===== src/rtl/prbs7_tx_gen.sv =====
// ---------------------------------------------------------------------------
// prbs7_tx_gen
//   32-bit/cycle PRBS7 (x^7 + x^6 + 1) pattern transmitter for SERDES link
//   tests. It is the TX-side partner of the PRBS7 aligner/checker. It adds a
//   programmable bit slip to exercise the RX alignment search. It can also
//   inject a single-bit error (optional, see below).
//
//   Stream definition: b[n] = b[n-7] ^ b[n-6]. The 7-bit LFSR holds the seven
//   most recent stream bits, with lfsr[0] the oldest and lfsr[6] the newest.
//   Each RUN cycle produces raw word r[i] = b[i], i = 0..31, where bit 0 is
//   the oldest bit.
//
//   Optional feature macro: PRBS_TX_ERR_INJ_EN
//     defined   : inject/err_pos flip one bit of a later valid word and
//                 inj_count counts applied flips (saturating).
//     undefined : inject/err_pos are unused and inj_count is tied to zero.
//
// Ports
//   clk         in   1   40 MHz clock
//   reset       in   1   asynchronous, active-high reset
//   start       in   1   level; sampled in IDLE, starts a run
//   stop        in   1   level; sampled in RUN, ends the run (beats inject)
//   seed        in   7   LFSR seed, sampled in LOAD (0 selects DEF_SEED)
//   slip        in   5   bit offset 0..31 of the output window
//   inject      in   1   pulse; request one flipped bit
//   err_pos     in   5   bit index flipped on injection
//   dout        out  32  transmit word; dout[0] oldest bit, dout[31] newest
//   dout_valid  out  1   dout carries PRBS data
//   word_count  out  32  valid words emitted, wraps
//   inj_count   out  16  injections applied, saturates at 16'hFFFF
// ---------------------------------------------------------------------------
module prbs7_tx_gen #(
    parameter logic [31:0] IDLE_WORD = 32'hAAAA_AAAA,
    parameter logic [6:0]  DEF_SEED  = 7'h7F
) (
    input  logic        clk,
    input  logic        reset,
    input  logic        start,
    input  logic        stop,
    input  logic [6:0]  seed,
    input  logic [4:0]  slip,
    input  logic        inject,
    input  logic [4:0]  err_pos,
    output logic [31:0] dout,
    output logic        dout_valid,
    output logic [31:0] word_count,
    output logic [15:0] inj_count
);

    typedef enum logic [1:0] {
        IDLE = 2'd0,
        LOAD = 2'd1,
        RUN  = 2'd2
    } stateType;

    stateType    state;
    logic [6:0]  lfsr;
    logic [63:0] slipBuf;
    logic        primed;      // slip buffer holds at least one raw word of this run

    logic [38:0] prbsExt;
    logic [31:0] rawWord;
    logic [6:0]  lfsrNext;
    logic [63:0] slipBufNext;
    logic [31:0] windowWord;

    // Extend the 7-bit history by 32 new bits. The result holds the history
    // in [6:0] and the new bits in [38:7].
    function automatic logic [38:0] prbsExtend(input logic [6:0] hist);
        logic [38:0] ext;
        ext      = 39'd0;
        ext[6:0] = hist;
        for (int i = 7; i < 39; i++) begin
            ext[i] = ext[i-7] ^ ext[i-6];
        end
        return ext;
    endfunction

    // Select the 32-bit window starting at bit 'offset' of the 64-bit buffer.
    function automatic logic [31:0] windowSelect(input logic [63:0] bufVal,
                                                 input logic [4:0]  offset);
        logic [63:0] shifted;
        shifted = bufVal >> offset;
        return shifted[31:0];
    endfunction

    // Next raw word, the next LFSR state and the slip window. The window is
    // taken over the buffer contents after this cycle's shift, so with slip=0
    // it gives the previous raw word unchanged.
    always_comb begin
        prbsExt     = prbsExtend(lfsr);
        rawWord     = prbsExt[38:7];
        lfsrNext    = prbsExt[38:32];
        slipBufNext = {rawWord, slipBuf[63:32]};
        windowWord  = windowSelect(slipBufNext, slip);
    end

`ifdef PRBS_TX_ERR_INJ_EN
    logic        pending;
    logic [31:0] flipMask;
    logic        applyFlip;

    // The flip lands on the next valid word. If stop arrives in the same
    // cycle, the request is dropped instead.
    always_comb begin
        flipMask  = 32'd1 << err_pos;
        applyFlip = 1'b0;
        if (state == RUN && primed && pending && !stop) begin
            applyFlip = 1'b1;
        end else begin
            applyFlip = 1'b0;
        end
    end

    // Injection request tracking and the saturating count of applied flips
    always_ff @(posedge clk or posedge reset) begin
        if (reset) begin
            pending   <= 1'b0;
            inj_count <= 16'h0000;
        end else if (state != RUN || stop) begin
            pending <= 1'b0;
        end else if (applyFlip) begin
            pending <= 1'b0;
            if (inj_count != 16'hFFFF) begin
                inj_count <= inj_count + 16'd1;
            end else begin
                inj_count <= inj_count;
            end
        end else if (inject && !pending) begin
            pending <= 1'b1;
        end else begin
            pending <= pending;
        end
    end
`else
    logic        applyFlip;
    logic [31:0] flipMask;
    logic        unusedInjInputs;

    assign applyFlip       = 1'b0;
    assign flipMask        = 32'd0;
    assign unusedInjInputs = ^{inject, err_pos};
    assign inj_count       = 16'h0000;
`endif

    // Control FSM, LFSR, slip buffer and registered outputs
    always_ff @(posedge clk or posedge reset) begin
        if (reset) begin
            state      <= IDLE;
            lfsr       <= DEF_SEED;
            slipBuf    <= 64'd0;
            primed     <= 1'b0;
            dout       <= IDLE_WORD;
            dout_valid <= 1'b0;
            word_count <= 32'd0;
        end else begin
            case (state)
                IDLE: begin
                    dout       <= IDLE_WORD;
                    dout_valid <= 1'b0;
                    primed     <= 1'b0;
                    if (start) begin
                        state <= LOAD;
                    end else begin
                        state <= IDLE;
                    end
                end
                LOAD: begin
                    // A zero seed would lock the LFSR up, so it is replaced.
                    lfsr       <= (seed == 7'h00) ? DEF_SEED : seed;
                    dout       <= IDLE_WORD;
                    dout_valid <= 1'b0;
                    primed     <= 1'b0;
                    state      <= RUN;
                end
                RUN: begin
                    lfsr    <= lfsrNext;
                    slipBuf <= slipBufNext;
                    primed  <= 1'b1;
                    // The first RUN cycle only primes the buffer.
                    if (primed) begin
                        dout       <= applyFlip ? (windowWord ^ flipMask) : windowWord;
                        dout_valid <= 1'b1;
                        word_count <= word_count + 32'd1;
                    end else begin
                        dout       <= IDLE_WORD;
                        dout_valid <= 1'b0;
                    end
                    if (stop) begin
                        state <= IDLE;
                    end else begin
                        state <= RUN;
                    end
                end
                default: begin
                    state      <= IDLE;
                    dout       <= IDLE_WORD;
                    dout_valid <= 1'b0;
                    primed     <= 1'b0;
                end
            endcase
        end
    end

endmodule


===== config.mk =====
export PLATFORM = sky130hd
export DESIGN_NAME = prbs7_tx_gen
export DESIGN_NICKNAME = d
export VERILOG_FILES = /design/src/rtl/prbs7_tx_gen.sv
export SDC_FILE = /design/constraint.sdc
export NUM_CORES = 1
export LEC_CHECK = 0
export CAP_MARGIN = 25
export CORE_MARGIN = 1.5
export CORE_UTILIZATION = 30
export DETAILED_ROUTE_END_ITERATION = 7
export PLACE_DENSITY = 0.48
export REMOVE_ABC_BUFFERS = 1
export SYNTH_ARGS = -nofsm -noshare
export SYNTH_HDL_FRONTEND = slang
export SYNTH_SLANG_ARGS = --single-unit

===== constraint.sdc =====
create_clock -name clk -period 3.75 [get_ports clk]
set_clock_uncertainty 0.2 [all_clocks]
set_input_delay 0.9375 -clock clk [delete_from_list [all_inputs] [get_ports clk]]
set_output_delay 0.9375 -clock clk [all_outputs]
set_load 0.01 [all_outputs]

==> results of run 1 <==
-- worst max-delay path, delay by kind of cell (launching register included) --
family                    cells  cell delay, ps
AOI/OAI and AO/OA             3             950
xor gates and xnor gates      2             910
DFF                           1             880
and+or+nand+nor               1              60
-- where the power goes --
part	internal, mW	total [mW]	switching (mW)
clock	0.500	1.06	0.558
combinational	2.22	5.13	2.91
sequential	1.49	1.97	0.478
total	4.22	8.16	3.95
-- sequential cells by signal, summed over array words and instances, names as in the netlist --
name,count
dout,32
slipBuf,32
word_count,32
lfsr,7
state,2
dout_valid,1
primed,1
-- Yosys cell counts, types with 4 or more instances --
cell / number
buf_1: 10
a211o_1: 8
o311ai_0: 4
o21a_1: 5
and3_1: 5
a31oi_1: 8
mux4_2: 28
xor2_1: 22
clkbuf_1: 28
nor2b_1: 5
a211oi_1: 14
xnor2_1: 61
and2_1: 10
buf_2: 26
nor2_1: 77
and4_1: 4
inv_1: 16
o21ai_0: 27
o211ai_1: 17
dfstp_2: 23
a2111oi_0: 5
xnor3_1: 5
a21oi_1: 48
o221ai_1: 5
mux2_2: 21
nand2_1: 80
o22ai_1: 7
nor3_1: 11
nand2b_1: 4
dfrtp_1: 84
mux2i_1: 56
a22oi_1: 6
nand4_1: 15
o31ai_1: 5
or2_2: 4
nand3_1: 24
buf_4: 23
-- through the flow --
step	util, %	hold slack (ps)	worst slack [ps]	std cells
final	35.8	285	582	1263
after detailed placement	34.6	277	334	1247
after global routing	35.8	297	465	1263
after global placement	34.6	263	361	1247
after CTS	35.8	288	633	1263
after floorplan	-	262	-167	789
-- worst paths after layout --
check                          startpoint  cells past startpoint             end
min                        word_count[31]                      1  word_count[31]
min reg2reg                word_count[31]                      1  word_count[31]
max in group asynchronous           reset                      3        dout[13]
max                               lfsr[4]                      6        dout[26]
max reg2reg                       lfsr[4]                      6        dout[26]
min in group asynchronous           reset                      2   word_count[9]
-- layer usage --
| layer | vias to the layer above | GRT usage [%] |
|---|---|---|
| met1 | 3382 | 26.4 |
| li1 | 3209 | - |
| met2 | 233 | 28.6 |
| met4 | 0 | 4.04 |
| met3 | 17 | 2.12 |
| met5 | - | 0 |
-- cell families (layout without fill, tap and decap cells) --
group / after synthesis / after routing / share of synthesized area (%)
buf+inv: 109 / 153 / 6.63
mux: 105 / 105 / 17.4
xor+xnor: 95 / 95 / 12.2
other cells: 1 / 16 / 0.0458
flops: 107 / 107 / 33.0
compound gates: 187 / 187 / 15.6
simple gates: 256 / 256 / 14.6
fa+ha+maj: 3 / 3 / 0.458
-- cell type report --
cell class	count	area, um2	share of cell area, %
Multi-Input combinational cell	662	5000	52.0
Sequential cell	107	2710	28.1
Timing Repair Buffer	117	1090	11.3
Tap cell	341	427	4.43
Clock buffer	9	225	2.34
Clock inverter	7	98.8	1.03
Inverter	20	77.6	0.806
==> impl_metrics.ini, run 1 <==
[run_status]
outcome = finished, final reports clean

[clock_network]
clk-insertion-delay-late_ps = 370
cts_buffers = 9
cts.path.max_buffers = 2
postCtsHoldBufs = 0
cts_resized = 0
cts_root_buffer = clkbuf_16
cts_tree = yes
post-cts-setup-buffers = 0
cts.sinks = 107
htreeDepth = 3
path_clk_slew_ps = 90

[sta]
setup_violations = 0
relSlewSlack_pct = 34.2
maxSlewViolCount = 0
fin_crit_sh_pct = 84.5
rsz0062_at_grt = false
tightest_slew_ps = 975
min_period_ps = 3170
finalSetupTns_ps = 0
fmax_ghz = 0.316
hold_viol = 0

[route]
top_layer_used = met4
via_per_inst = 5.42
route.detailed.drc = 0
wire_per_inst_um = 20.0
ant_nets = 0
routed_wl_mm = 25.3
drt_iter0_markers = 502
wl_met3_mm = 1.23
via_count = 6841
dr.pass1.iters = 5
met1_length_mm = 12.3
met2_wirelength_mm = 11.5

[floorplan]
fp.dieH_um = 168
core_um2 = 26900
dieWidth_um = 168
rows = 60
ioPinCount = 103
initial_utilization_pct = 30.5
die-area_um2 = 28300

[power_and_ir_drop]
power_density_nw_per_um2 = 848
p_leak_nw = 3.95
peakVddDrop_mv = 0.279
power_mw = 8.16

[synth]
ys_ff_latch = 107
ys.flop_type = dfrtp_1
synth_edf_count = 0
syn_inst = 863
synthTopCellsByArea = dfrtp_1 (26%), mux4_2 (7.7%), dfstp_2 (7.4%)
yosys_warnings = 0
synthesis.area_um2 = 8190
synth_top_area_share_pct = 25.7
synthArstFlopShare_pct = 100
seq_area_frac_synth_pct = 33.0
avgSynthCellArea_um2 = 9.49
yosysTopAreaCell = dfrtp_1
synth.distinct_cells = 75

[global_routing]
grt_pass1_wl_mm = 39.5
first_global_vias = 6497
antenna_found_initial = 0
grtUsageTotal_pct = 18.1
overflow = 0
grt_max_degree = 51

[final_layout]
nFillCells = 2758
drive_above_1_share_pct = 15.8
antenna_cells = 0
layout_common_cells = dfrtp_1 (84), nand2_1 (80), nor2_1 (77), clkdlybuf4s50_1 (76), xnor2_1 (61)
final_common_cell = dfrtp_1
fin_area_um2 = 9620
syn_to_final_growth_pct = 17.5
nets = 942

[place]
place_congestion = 0.885
dp.final_hpwl_mm = 19.1
portBuffers = 80
place_area_um2 = 9300

[worst_setup_path]
worstPathArrival_ps = 3160
crit_slowest_cell = dfstp_2
cp.required_ps = 3740
critical_path.max_fanout = 18
endpoint_kind = flop
rrSetupSlack_ps = 580
max_stage_delay_ps = 880
crit_top_cell = a21oi_1
crit_type = reg -> reg
cp-start-kind = flop
path_cells = xnor2_1, xnor3_1, nor2_1, a21oi_1, a21oi_1, a2111oi_0

[hold_path]
hold_class = reg -> reg

[run]
drv_cap = 0
No activity file was read; power rests on OpenSTA's default activity.
==> inputs of run 2 (changes only) <==
--- a/config.mk
+++ b/config.mk
@@ -9,7 +9,7 @@
 export CORE_MARGIN = 1.5
 export CORE_UTILIZATION = 30
 export DETAILED_ROUTE_END_ITERATION = 7
-export PLACE_DENSITY = 0.48
+export PLACE_DENSITY = 0.46
 export REMOVE_ABC_BUFFERS = 1
 export SYNTH_ARGS = -nofsm -noshare
 export SYNTH_HDL_FRONTEND = slang
==> constraint.sdc (replaced) <==
create_clock -name clk -period 3.18 [get_ports clk]
set_clock_uncertainty 0.2 [all_clocks]
set_input_delay 0.795 -clock clk [delete_from_list [all_inputs] [get_ports clk]]
set_output_delay 0.795 -clock clk [all_outputs]
set_load 0.01 [all_outputs]
==> run 2 against run 1 <==
  * Sequential share of layout area down 0.76 points
  * Worst hold slack got worse by 17 ps
  * Clock power rose by 16%
  * Flip-flop and latch count is the same
  * Non-clock buffer count increased by 32
  * Highest routed layer unchanged
==> impl_metrics.ini, run 2 (synthesized netlist as in run 1, its figures left out) <==
[global_routing]
overflow = 0
antenna_found_initial = 0
grtUsageTotal_pct = 18.8
grt_max_degree = 51
first_global_vias = 6696
grt_pass1_wl_mm = 41.2

[clock_network]
cts.sinks = 107
post-cts-setup-buffers = 0
clk-insertion-delay-late_ps = 370
htreeDepth = 3
cts.path.max_buffers = 2
path_clk_slew_ps = 90
cts_root_buffer = clkbuf_16
cts_tree = yes
cts_buffers = 9

[place]
post-place-ws_ps = -107
place_congestion = 0.880
dp.final_hpwl_mm = 19.9
portBuffers = 80

[hold_path]
hold_class = reg -> reg

[final_layout]
reg.largest.list = dout x32, slipBuf x32, word_count x32
syn_to_final_growth_pct = 20.7
final_common_cell = dfrtp_1
antenna_cells = 0
nets = 974
drive_above_1_share_pct = 18.8
layout_common_cells = dfrtp_1 (84), nand2_1 (80), nor2_1 (77), clkdlybuf4s50_1 (76), buf_4 (66)

[power_and_ir_drop]
p_clk_share_pct = 12.4
p_leak_nw = 4.11
peakVddDrop_mv = 0.405
p_sw_mw = 4.74
power_density_nw_per_um2 = 1010
swShare_pct = 47.6
intPower_mw = 5.20
power_frac_comb_pct = 64.5
power_frac_seq_pct = 23.1

[route]
ant_nets = 0
wl_met3_mm = 1.16
wire_per_inst_um = 20.1
met1_length_mm = 12.9
top_layer_used = met4
drt_iter0_markers = 549
via_count = 6898
met2_wirelength_mm = 11.7
route.detailed.drc = 0
via_per_inst = 5.33
routed_wl_mm = 26.1
dr.pass1.iters = 5

[worst_setup_path]
worstPathArrival_ps = 3030
crit_start = lfsr[0]
cp.required_ps = 3280
rr_worst_depth = 6
cp-start-kind = flop
rrSetupSlack_ps = 250
reg2reg_to = dout[31]
endpoint = dout[31]
crit_type = reg -> reg
rr_startpoint = lfsr[0]
critical_path.max_fanout = 8
endpoint_kind = flop

[sta]
setup_violations = 0
relSlewSlack_pct = 50.5
fin_crit_sh_pct = 92.2
tightest_slew_ps = 737
min_period_ps = 2930
fmax_ghz = 0.341
maxSlewViolCount = 0
finalSetupTns_ps = 0
rsz0062_at_grt = false
layout_setup_ws_ps = 247
hold_viol = 0

[floorplan]
ioPinCount = 103
die-area_um2 = 28300
dieWidth_um = 168
fp.dieH_um = 168
core_um2 = 26900
initial_utilization_pct = 30.5
rows = 60

[run_status]
outcome = finished, final reports clean

[run]
drv_cap = 0
[run 2: cell types whose count changed in the layout (fill, tap and decap cells not counted), sizes merged]
cell / delta
clkinv: +2
inv: -2
buf: +32
[run 2: power groups by stage]
stage,registers (mW),logic (mW),clock network (mW)
CTS,2.29,6.38,1.26
global route,2.36,6.93,1.32
detailed placement,2.32,6.34,0
global placement,2.31,6.36,0
finish,2.30,6.41,1.23
floorplan,2.27,3.99,0
[run 2: area by class of cell]
cell class / count / area, um2
clock buffers: 9 / 225
multi-input cells: 662 / 5010
flip-flops and latches: 107 / 2710
inverters: 20 / 77.6
clock inverters: 7 / 93.8
fillers: 2726 / 17000
well taps: 341 / 427
repair buffers: 149 / 1350
[run 2: critical path, cell delays in order (launching register included)]
cell      delay [ps]
dfstp_2          700
xor3_1           520
mux2_2           300
a211oi_2         360
nor3_1            80
o311a_1          410
a211o_1          290
[run 2: worst min-delay path by stage]
stage,cells after the start,to,start,slack (ps)
global route,1,word_count[31],word_count[31],280
detailed placement,1,word_count[31],word_count[31],270
global placement,1,word_count[31],word_count[31],260
CTS,1,word_count[31],word_count[31],280
floorplan,1,state[1],state[1],260
finish,1,word_count[31],word_count[31],270
[run 2: routing by layer]
metal	vias to the layer above	track usage (%)
met5	-	0
met4	0	4.04
met3	16	1.86
met2	208	29.1
met1	3405	28.3
li1	3269	-
[run 2: timing repair]
| item | in CTS | in global routing |
|---|---|---|
| gates resized for setup | 0 | 2 |
| endpoints found under the setup margin | 0 | 1 |
| hold buffers | 0 | 0 |
[run 2: stage by stage]
step / std cells / power, mW / hold WS [ps] / cell area, um2 / util [%]
finish: 1295 / 9.94 / 268 / 9890 / 36.8
global route: 1295 / 10.6 / 285 / 9890 / 36.8
CTS: 1295 / 9.93 / 276 / 9880 / 36.8
detailed placement: 1279 / 8.66 / 266 / 9560 / 35.6
global placement: 1279 / 8.67 / 260 / 9560 / 35.6
floorplan: 789 / 6.26 / 262 / 7780 / -
==> inputs of run 3 (changes only) <==
--- a/config.mk
+++ b/config.mk
@@ -9,6 +9,7 @@
 export CORE_MARGIN = 1.5
 export CORE_UTILIZATION = 30
 export DETAILED_ROUTE_END_ITERATION = 7
+export MAX_ROUTING_LAYER = met4
 export PLACE_DENSITY = 0.46
 export REMOVE_ABC_BUFFERS = 1
 export SYNTH_ARGS = -nofsm -noshare
==> constraint.sdc (replaced) <==
create_clock -name clk -period 3.18 [get_ports clk]
set_clock_uncertainty 0.2 [all_clocks]
set_input_delay 0.636 -clock clk [delete_from_list [all_inputs] [get_ports clk]]
set_output_delay 0.636 -clock clk [all_outputs]
set_load 0.01 [all_outputs]
==> run 3 against run 2 <==
  * Global-route usage grew 0.23 points
  * Sequential share of layout area grew 0.26 points
  * Flip-flop and latch count is the same
  * Wire length shrank 0.60%
  * Cell area shrank 0.81%
  * Combinational power is essentially flat
  * Critical endpoint is now dout[26]
  * Largest cell class unchanged
==> impl_metrics.ini, run 3 (synthesized netlist as in run 1, its figures left out) <==
[final_layout]
nFillCells = 2766
drive_above_1_share_pct = 17.4
syn_to_final_growth_pct = 19.7
layout_common_cells = dfrtp_1 (84), nand2_1 (80), nor2_1 (77), clkdlybuf4s50_1 (76), xnor2_1 (61)
final_common_cell = dfrtp_1
nets = 958
reg.largest.list = dout x32, slipBuf x32, word_count x32
antenna_cells = 0

[hold_path]
worstHoldPathCells = 1
hold_class = reg -> reg

[clock_network]
cts.sinks = 107
clk-insertion-delay-late_ps = 370
cts_root_buffer = clkbuf_16
path_clk_slew_ps = 90
cts.path.max_buffers = 2
cts_buffers = 9
postCtsHoldBufs = 0
cts_resized = 0
post-cts-setup-buffers = 0
cts_tree = yes
htreeDepth = 3

[sta]
setup_violations = 0
fin_crit_sh_pct = 91.9
maxSlewViolCount = 0
tightest_slew_ps = 988
fmax_ghz = 0.342
relSlewSlack_pct = 33.3
layout_setup_ws_ps = 257
min_period_ps = 2920
hold_viol = 0
finalSetupTns_ps = 0
rsz0062_at_grt = false

[global_routing]
antenna_found_initial = 0
first_global_vias = 6614
overflow = 0
grtUsageTotal_pct = 19.1
grt_pass1_wl_mm = 40.2
grt_max_degree = 50

[floorplan]
dieWidth_um = 168
rows = 60
die-area_um2 = 28300
core_um2 = 26900
fp.dieH_um = 168
ioPinCount = 103
initial_utilization_pct = 30.5

[power_and_ir_drop]
p_leak_nw = 4.04
swShare_pct = 48.0
power_density_nw_per_um2 = 1010
p_clk_share_pct = 12.2
power_frac_seq_pct = 23.0
power_frac_comb_pct = 64.8
peakVddDrop_mv = 0.415
p_sw_mw = 4.77
intPower_mw = 5.16

[route]
wire_per_inst_um = 20.3
via_count = 6934
route.detailed.drc = 0
ant_nets = 0
via_per_inst = 5.42
routed_wl_mm = 25.9
dr.pass1.iters = 5
drt_iter0_markers = 500

[worst_setup_path]
critical_path.max_fanout = 10
crit_type = reg -> reg
worstPathArrival_ps = 3030
rr_worst_depth = 9
endpoint_kind = flop
cp.required_ps = 3290
cp-start-kind = flop

[place]
place_congestion = 0.892
post-place-ws_ps = 84.7
dp.final_hpwl_mm = 19.8
portBuffers = 80

[run]
drv_cap = 0

[run_status]
outcome = finished, final reports clean
## run 3: final timing paths
check	startpoint	endpoint	slack, ps
setup reg to reg	lfsr[0]	dout[26]	260
min in group asynchronous	reset	dout[6]	420
hold / removal	word_count[31]	word_count[31]	270
max in group asynchronous	reset	lfsr[1]	1740
hold reg to reg	word_count[31]	word_count[31]	270
setup / recovery	lfsr[0]	dout[26]	260
## run 3: power groups by stage
stage	Combinational (mW)	Sequential, mW	Clock (mW)
3_3_place_gp	6.36	2.29	0
2_1_floorplan	3.99	2.27	0
6_report	6.43	2.29	1.21
3_5_place_dp	6.34	2.31	0
5_1_grt	6.90	2.36	1.29
4_1_cts	6.38	2.28	1.24
## run 3: layout make-up
cell class | count | area [um2] | area share, %
Multi-Input combinational cell | 662 | 5010 | 51.1
Sequential cell | 107 | 2710 | 27.6
Timing Repair Buffer | 133 | 1270 | 12.9
Tap cell | 341 | 427 | 4.35
Clock buffer | 9 | 225 | 2.30
Clock inverter | 7 | 91.3 | 0.931
Inverter | 20 | 77.6 | 0.791
## run 3: worst max-delay path, stage by stage (launching register included)
cell,delay [ps]
dfstp_2,670
buf_4,220
clkinv_1,270
nor4_2,360
a2111oi_2,80
buf_4,180
a22oi_1,190
a21oi_1,120
a2111oi_1,370
buf_4,190
## run 3: metrics by stage
stage	cell area (um2)	cells	hold WS (ps)	total power, mW	util, %
after floorplan	7780	789	262	6.26	-
after global placement	9480	1263	258	8.66	35.3
after detailed placement	9480	1263	262	8.64	35.3
after CTS	9800	1279	276	9.90	36.5
after global routing	9810	1279	284	10.5	36.5
final	9810	1279	268	9.93	36.5
## run 3: metal layers
metal,vias to the layer above,routed length (um),global-route usage [%]
li1,3241,-,-
met1,3412,12500,27.0
met2,253,11700,29.3
met3,28,1310,1.97
met4,0,430,4.23
met5,-,0,-
